## src/rtl/change_payout_ctrl.sv

```systemverilog
// Coin-ejector sequencer: pays out a change request one coin at a time with sensor
// confirmation, timeout retries and a latched jam fault. Optional abort via CHANGE_PAYOUT_ABORT_EN.
module change_payout_ctrl #(
   parameter int unsigned AMT_W       = 4,
   parameter int unsigned COIN_VAL    = 5,
   parameter int unsigned PULSE_CYC   = 4,
   parameter int unsigned TIMEOUT_CYC = 16,
   parameter int unsigned MAX_RETRY   = 2
) (
   input  logic             clock,
   input  logic             reset_n,
   input  logic             req_valid,
   input  logic [AMT_W-1:0] req_amount,
   output logic             req_ready,
   output logic             eject,
   input  logic             coin_seen,
   input  logic             fault_clr,
`ifdef CHANGE_PAYOUT_ABORT_EN
   input  logic             abort,
   output logic             aborted,
`endif
   output logic             busy,
   output logic             done,
   output logic             fault,
   output logic [AMT_W-1:0] owed,
   output logic [AMT_W-1:0] paid
);

   localparam int unsigned PW = $clog2(PULSE_CYC + 1);
   localparam int unsigned TW = $clog2(TIMEOUT_CYC + 1);
   localparam int unsigned RW = $clog2(MAX_RETRY + 2);
   localparam logic [AMT_W-1:0] Coin = AMT_W'(COIN_VAL);

   typedef enum logic [2:0] {StIdle, StPulse, StWait, StGap, StDone, StFault} state_e;

   state_e           state_q, state_d;
   logic [AMT_W-1:0] owed_q, owed_d, paid_q, paid_d;
   logic [PW-1:0]    pcnt_q, pcnt_d;
   logic [TW-1:0]    tmr_q, tmr_d;
   logic [RW-1:0]    retry_q, retry_d;
   logic             credited_q, credited_d;
   logic             abort_req, abort_hit;

`ifdef CHANGE_PAYOUT_ABORT_EN
   assign abort_req = abort;
`else
   assign abort_req = 1'b0;
`endif
   // DONE is already on its way back to IDLE, so abort there would only repeat done.
   assign abort_hit = abort_req && (state_q != StIdle) && (state_q != StDone);

   always_comb begin
      state_d    = state_q;
      owed_d     = owed_q;
      paid_d     = paid_q;
      pcnt_d     = pcnt_q;
      tmr_d      = tmr_q;
      retry_d    = retry_q;
      credited_d = credited_q;
      if (abort_hit) begin
         state_d = StDone;
      end else begin
         unique case (state_q)
            StIdle: begin
               if (req_valid && req_ready) begin
                  owed_d  = req_amount - (req_amount % Coin);
                  paid_d  = '0;
                  retry_d = '0;
                  state_d = (owed_d != '0) ? StPulse : StDone;
               end
            end
            StPulse: begin
               // Only one coin may be credited per pulse even if the sensor stays high.
               if (coin_seen && !credited_q) begin
                  owed_d     = owed_q - Coin;
                  paid_d     = paid_q + Coin;
                  retry_d    = '0;
                  credited_d = 1'b1;
               end
               if (pcnt_q == PW'(PULSE_CYC - 1)) begin
                  tmr_d = '0;
                  if (credited_d) state_d = (owed_d == '0) ? StDone : StGap;
                  else            state_d = StWait;
               end else begin
                  pcnt_d = pcnt_q + 1'b1;
               end
            end
            StWait: begin
               if (coin_seen) begin
                  owed_d  = owed_q - Coin;
                  paid_d  = paid_q + Coin;
                  retry_d = '0;
                  state_d = (owed_d == '0) ? StDone : StGap;
               end else if (tmr_q == TW'(TIMEOUT_CYC - 1)) begin
                  retry_d = retry_q + 1'b1;
                  state_d = (retry_q < RW'(MAX_RETRY)) ? StPulse : StFault;
               end else begin
                  tmr_d = tmr_q + 1'b1;
               end
            end
            StGap:   state_d = StPulse;
            StDone:  state_d = StIdle;
            StFault: begin
               if (fault_clr) begin
                  retry_d = '0;
                  state_d = StPulse;
               end
            end
            default: state_d = StIdle;
         endcase
         if (state_d == StPulse && state_q != StPulse) begin
            pcnt_d     = '0;
            credited_d = 1'b0;
         end
      end
   end

   always_ff @(posedge clock or negedge reset_n) begin
      if (!reset_n) begin
         state_q    <= StIdle;
         owed_q     <= '0;
         paid_q     <= '0;
         pcnt_q     <= '0;
         tmr_q      <= '0;
         retry_q    <= '0;
         credited_q <= 1'b0;
         eject      <= 1'b0;
         done       <= 1'b0;
         fault      <= 1'b0;
         busy       <= 1'b0;
         req_ready  <= 1'b1;
`ifdef CHANGE_PAYOUT_ABORT_EN
         aborted    <= 1'b0;
`endif
      end else begin
         state_q    <= state_d;
         owed_q     <= owed_d;
         paid_q     <= paid_d;
         pcnt_q     <= pcnt_d;
         tmr_q      <= tmr_d;
         retry_q    <= retry_d;
         credited_q <= credited_d;
         eject      <= (state_d == StPulse);
         done       <= (state_d == StDone);
         fault      <= (state_d == StFault);
         busy       <= (state_d != StIdle);
         req_ready  <= (state_d == StIdle);
`ifdef CHANGE_PAYOUT_ABORT_EN
         aborted    <= abort_hit;
`endif
      end
   end

   assign owed = owed_q;
   assign paid = paid_q;

endmodule

```

## config.mk

```make
export PLATFORM = sky130hd
export DESIGN_NAME = change_payout_ctrl
export DESIGN_NICKNAME = d
export VERILOG_FILES = /design/src/rtl/change_payout_ctrl.sv
export SDC_FILE = /design/constraint.sdc
export NUM_CORES = 1
export LEC_CHECK = 0
export CORE_ASPECT_RATIO = 0.7
export CORE_MARGIN = 2
export CORE_UTILIZATION = 68
export DETAILED_ROUTE_END_ITERATION = 8
export DONT_BUFFER_PORTS = 1
export PLACE_DENSITY = 0.86
export RECOVER_POWER = 25
export SLEW_MARGIN = 40
export SYNTH_ARGS = -nofsm -noshare
export SYNTH_HDL_FRONTEND = slang
export SYNTH_SLANG_ARGS = --single-unit
export TNS_END_PERCENT = 5
```

## constraint.sdc

```tcl
create_clock -name clock -period 3.8 [get_ports clock]
set_input_delay 0.76 -clock clock [delete_from_list [all_inputs] [get_ports clock]]
set_output_delay 0.76 -clock clock [all_outputs]
set_load 0.005 [all_outputs]
```

==> results of run 1 <==
critical path: stages:
cell and delay, ns:
inv_8 0.02, ha_4 0.14, or3_4 0.38, nand2_4 0.09
xnor2_4 0.13, ha_2 0.20, inv_2 0.03, a221oi_2 0.26
a21oi_2 0.08, mux2i_1 0.21, inv_1 0.07, ha_1 0.27
nand3b_1 0.10, nand2_2 0.10, xnor2_2 0.17, nor3_4 0.29
o31ai_4 0.11, a211oi_4 0.40, a21oi_1 0.12
flip-flops by register name, summed over array words and instances (netlist names):
signal,cells
busy,1
credited_q,1
done,1
eject,1
fault,1
owed,4
paid,4
pcnt_q,3
req_ready,1
retry_q,2
state_q,3
tmr_q,5
power groups by stage:
| stage | sequential [mW] | combinational, mW | clock [mW] |
|---|---|---|---|
| 3_3_place_gp | 0.529 | 0.837 | 0 |
| 2_1_floorplan | 0.473 | 0.748 | 0 |
| 3_5_place_dp | 0.536 | 0.868 | 0 |
| 5_1_grt | 0.550 | 1.01 | 0.179 |
| 4_1_cts | 0.532 | 0.878 | 0.168 |
| 6_report | 0.532 | 0.905 | 0.166 |
what timing repair did:
| item | in CTS | in global routing |
|---|---|---|
| endpoints found under the setup margin | 0 | 7 |
| endpoints found under the hold margin | 0 | 0 |
| buffers inserted | 0 | 2 |
| resized for setup | 0 | 10 |
synthesized netlist by cell type, types with 2 or more instances:
library cell | instances | area share, %
dfrtp_1 | 26 | 32
nand2_1 | 25 | 4.6
inv_1 | 15 | 2.8
ha_1 | 14 | 8.6
nor2_1 | 13 | 2.4
a21oi_1 | 11 | 2.7
o21ai_0 | 8 | 2.0
xor2_1 | 6 | 2.6
nand2b_1 | 5 | 1.5
nand3_1 | 5 | 1.2
a22o_1 | 4 | 1.7
nor3_1 | 4 | 0.98
o21ai_1 | 4 | 0.98
or3_1 | 4 | 1.2
buf_2 | 3 | 0.74
buf_4 | 3 | 1.1
nor2b_1 | 3 | 0.92
o22ai_1 | 3 | 0.92
a21o_1 | 2 | 0.74
a31oi_1 | 2 | 0.61
mux2i_1 | 2 | 0.98
nand2_2 | 2 | 0.61
nand4_1 | 2 | 0.61
nor4_1 | 2 | 0.61
o21a_1 | 2 | 0.74
o21ai_2 | 2 | 0.86
o221ai_1 | 2 | 0.86
o31ai_2 | 2 | 1.2
o31ai_4 | 2 | 2.1
final cells by class:
type                       count  area [um2]  share of cell area [%]
tap                           36       45.04                   1.993
timing repair buffer          14       105.1                   4.651
sequential                    27       676.9                   29.96
multi-input combinational    164        1323                   58.53
clock buffer                   3       41.29                   1.827
clock inverter                 1       5.005                  0.2215
inverter                      15       63.81                   2.824
how the worst max path moves through the flow:
stage,depth (start not counted),slack (ns),start,endpoint
floorplan,18,-0.15,req_amount[2],busy
global placement,17,-0.19,req_amount[2],busy
detailed placement,17,-0.28,req_amount[2],busy
CTS,17,0.006,req_amount[2],busy
global route,19,-0.12,req_amount[2],credited_q
finish,19,0.02,req_amount[2],credited_q
cells by family (layout without fill, tap and decap cells):
kind of cell    after synthesis  count (layout)  synth area share (%)
compound gates               60              60                 24.89
fa+ha+maj                    15              15                 9.565
simple gates                 78              78                 21.46
flops                        27              27                 33.17
xor+xnor                      9               9                 4.599
mux                           2               2                0.9810
buf+inv                      23              33                 5.333
routing by layer:
layer / part of all wire (%) / up-vias / GRT usage (%) / wire, um
met3: 7.3 / 11 / 5.521 / 327
met2: 44 / 69 / 42.47 / 1973
li1: - / 794 / - / -
met4: 1.8 / 0 / 8.170 / 82
met1: 47 / 787 / 41.79 / 2121
met5: 0 / - / 0 / 0
metrics by stage:
step	worst slack, ns	utilization [%]
5_1_grt	-0.1196	80.05
6_report	0.02297	80.05
3_5_place_dp	-0.2814	76.37
2_1_floorplan	-0.1546	-
4_1_cts	0.006207	78.01
3_3_place_gp	-0.1947	76.37
==> impl_results.md, run 1 <==
- IO Port Bufs: 0
- H-tree depth: 1
- Critical path class: primary input to flop
- Starting Density: between 70% and 80%
- DP Area: about 2200 um2
- Switching share of power: 46.54%
- Synthesis-to-finish area growth: 10.73%
- Top fanout value on the critical path: 6
- Synthesis Warnings: 0
- Cells after synthesis: ~210
- Detailed Place HPWL: 3309 um
- CTS clk-pin slew, worst paths: about 0.09 ns
- Slew HR: between 40% and 50%
- Commonest non-fill, non-tap cell in the layout: dfrtp_1
- R2R Path Start: owed[0]
- Fill cells: 171
- Highest clock rate: roughly 260 MHz
- Routed Wire Length: about 4500 um
- Mapped cell area: approximately 2000 um2
- Worst R2R Setup Slack: about 1.2 ns
- Synth async-reset ratio: 100.0%
- Drc violations: 0
- Largest net degree at the start of global routing: 28
- Fin cells: 260
- Worst Path Required: around 4 ns
- Post-route cell area: ~2300 um2
- RSZ-0062 raised after global routing: true
- Height of the die: 49.84 um
- CTS buffer count: 3
- Total Neg Setup Slack: 0 ns
- Sequential share of power: between 30 and 40%
- Fin. Hold Viols: 0
- Cell row count: 16
- Final hold slack: ~0.16 ns
- Max VDD drop: about 0.58 mV
- Worst EP arrival: roughly 3.9 ns
- Run status: complete, no violations
- Sequential fraction of the synthesis area: 33.17%
- Nets@finish: roughly 250
- Core region area: between 2000 and 3000 um2
- Commonest cells after routing, fill and taps aside: 26 x dfrtp_1, 23 x nand2_1, 14 x buf_4
- Die area: around 3500 um2
- Period utilization: about 100%
- Average wire per standard cell: approximately 17 um
- CTS tree: done
- Vias in the first global route: about 1600
- EDFF count, synth: 0
- Vias per cell: around 6.4
- FF-to-FF End: credited_q
- Worst-margin pin slew: around 0.75 ns
- Io pins: 22
- Cells on worst reg2reg path: 9
- Sink Count: 27
- P_int: 857.2 uW
- Flops & latches, synth: 27
- Number of max-cap violations: 0
- Critical Path Sink Type: flop
- Initial antenna violation count: 0
- Pwr Total: about 1.6 mW
- First-pass GRT wire length: 7728 um
- Final setup fails: 0
- Main flop type after synthesis: dfrtp_1
- Yosys cell types: 65
- Die X: approximately 69 um
- CTS root buffer: clkbuf_8
- Skew final: between 0.004 and 0.005 ns
- Antenna Cells: 0
- Syn nets: between 200 and 250
- Share of cells above drive strength 1: 25.00%
- RePlAce Congestion: 0.8874
- Synth Area per Inst: around 9.5 um2
- Clk network pwr share: 10.4%
- Detail Route Antenna Nets: 0
- Hold buffer count at CTS: 0
- 1st-pass router iterations: 5
- Sw Pwr: approximately 750 uW
- PwrDens: between 700 and 800 nW/um2
- Initial DRC Count: roughly 150
- CP startpoint kind: primary input
- Via total after detailed routing: roughly 1700
- Clock Tree Buf Depth: 2
- Clk Latency, worst-skew pair: about 0.28 ns
- GRT Util Overall: around 28%
- Final Critical Period: around 3.8 ns
- Final Max Slew Viols: 0
- Comb pwr share: 56.4%
- Inst Count DP: between 200 and 300
- Hold WC Path Type: primary input to asynchronous set/reset pin
- Leak: around 0.98 nW
- Gr ovfl total: 0
No activity file was read; power rests on OpenSTA's default activity.
==> run 2, diff against run 1 <==
--- a/config.mk
+++ b/config.mk
@@ -12,8 +12,7 @@
 export DONT_BUFFER_PORTS = 1
 export PLACE_DENSITY = 0.86
 export RECOVER_POWER = 25
-export SLEW_MARGIN = 40
+export SLEW_MARGIN = 20
 export SYNTH_ARGS = -nofsm -noshare
 export SYNTH_HDL_FRONTEND = slang
 export SYNTH_SLANG_ARGS = --single-unit
-export TNS_END_PERCENT = 5
==> impl_results.md, run 2 (synthesized netlist as in run 1, its figures left out) <==
- Run status: complete, but fails checks
- Failing checks: setup timing
- Clk Latency, worst-skew pair: 0.28 ns
- Core region area: 2823 um2
- Worst Path Required: a little under 4 ns
- Vias in the first global route: roughly 1700
- Height of the die: approximately 50 um
- Fin. Hold Viols: 0
- Highest clock rate: approximately 260 MHz
- GRT Util Overall: 29.59%
- Multi-input gate area: between 1000 and 1500 um2
- Routed Wire Length: between 5000 and 6000 um
- CP startpoint kind: primary input
- Commonest cells after routing, fill and taps aside: 26 x dfrtp_1, 23 x nand2_1, 17 x buf_4
- Clock Tree Buf Depth: 2
- Initial DRC Count: between 200 and 250
- Detailed Place HPWL: 3627 um
- Number of max-cap violations: 0
- Period utilization: 101.2%
- Final Critical Period: around 3.8 ns
- Post-route cell area: between 2000 and 2500 um2
- H-tree depth: 1
- Skew final: 0.005690 ns
- Gr ovfl total: 0
- CTS tree: done
- Worst setup margin: -0.04371 ns
- Critical Path Sink Type: flop
- CTS root buffer: clkbuf_8
- Top fanout value on the critical path: 6
- Number of flip-flops in the largest register: 5
- Die X: 69.48 um
- Commonest non-fill, non-tap cell in the layout: dfrtp_1
- Pwr Total: between 1.5 and 2 mW
- Nets@finish: around 250
- Largest net degree at the start of global routing: 28
- Final setup fails: 5
- Critical path class: primary input to flop
- Worst path most repeated cell: nand2_4
- Final Max Slew Viols: 0
- CP max stage delay: around 0.38 ns
- DP Area: around 2200 um2
- Crit path max-delay cell type: or3_4
- Worst EP arrival: around 4.0 ns
- Max VDD drop: around 0.44 mV
- Drc violations: 0
- Io pins: 22
- Synthesis-to-finish area growth: 14.16%
- PwrDens: around 730 nW/um2
- Starting Density: 72.30%
- Worst-margin pin slew: roughly 0.9 ns
- Critical Path, Cell by Cell: inv_12 -> ha_4 -> or3_4 -> nand2_4 -> xnor2_4 -> ha_2 -> inv_2 -> a221oi_2 -> a21oi_2 -> mux2i_1 -> inv_1 -> ha_1 -> nand3b_1 -> nand2_4 -> xor2_4 -> a21oi_4 -> o31ai_4 -> buf_4 -> a211oi_4 -> o32ai_2
- Most flops, register: tmr_q
- First-pass GRT wire length: between 7000 and 8000 um
- Die area: ~3500 um2
- CTS buffer count: 3
- RePlAce Congestion: between 0.9 and 1
- Fill cells: 150
- Initial antenna violation count: 0
- Leak: 1.005 nW
- CTS clk-pin slew, worst paths: around 0.1 ns
- Antenna Cells: 0
- Final core utilization: a little over 80%
- Hold WC Path Type: primary input to asynchronous set/reset pin
- Inst Count DP: 254
- Final hold slack: around 0.16 ns
- 1st-pass router iterations: 5
- Slew HR: approximately two fifths
- Via total after detailed routing: about 1800
- IO Port Bufs: 0
- Average wire per standard cell: roughly 21 um
- Share of cells above drive strength 1: approximately a quarter
- Cell row count: 16
- Sink Count: 27
- FF/Latch Area: roughly 680 um2
- Fin cells: 264
- RSZ-0062 raised after global routing: true
- Detail Route Antenna Nets: 0
- Vias per cell: approximately 7.0
==> run 2: routing by layer <==
layer / part of all wire (%) / up-vias / GRT usage, %
met4: 3.6 / 0 / 9.150
met5: 0 / - / 0
met3: 11 / 33 / 8.793
li1: - / 800 / -
met2: 47 / 130 / 47.76
met1: 39 / 881 / 38.81
==> run 2: worst paths after layout <==
kind	from	to	slack [ns]	cells after the start
setup / recovery	req_amount[2]	pcnt_q[2]	-0.04	20
hold / removal	reset_n	tmr_q[3]	0.16	0
setup reg to reg	owed[0]	pcnt_q[2]	1.17	9
hold reg to reg	tmr_q[0]	tmr_q[0]	0.52	1
max in group asynchronous	reset_n	req_ready	3.47	0
min in group clock	tmr_q[0]	tmr_q[0]	0.52	1
==> run 2: final cells by class <==
cell class,instances,area share [%]
clock inverters,1,0.3759
clock buffers,3,1.772
flip-flops and latches,27,29.05
well taps,36,1.933
inverters,15,2.954
repair buffers,18,5.961
multi-input cells,164,57.95
==> run 2: where the power goes <==
| part | switching [mW] | internal (mW) | leakage [nW] |
|---|---|---|---|
| sequential | 0.155 | 0.392 | 0.336 |
| clock | 0.0994 | 0.0772 | 0.0261 |
| combinational | 0.583 | 0.393 | 0.643 |
==> run 2: critical path: cells and delay by family <==
| kind | cells | cell delay (ns) |
|---|---|---|
| AOI/OAI and AO/OA | 6 | 1.06 |
| and+or+nand+nor | 4 | 0.71 |
| adders and majority gates | 3 | 0.64 |
| buffers and inverters | 4 | 0.31 |
| xor gates and xnor gates | 2 | 0.31 |
| muxes | 1 | 0.22 |
==> run 2: timing repair <==
action,CTS,global route
hold buffers,0,0
endpoints found under the hold margin,0,0
gates resized for setup,0,11
buffers inserted,0,6
setup endpoints to repair,0,7
==> run 2: through the flow <==
step,setup TNS (ns),setup WS [ns]
after global routing,-1.185,-0.2145
after floorplan,-0.5206,-0.1359
after global placement,-0.5438,-0.1572
after CTS,0,0.05057
after detailed placement,-1.206,-0.2174
final,-0.1070,-0.04371
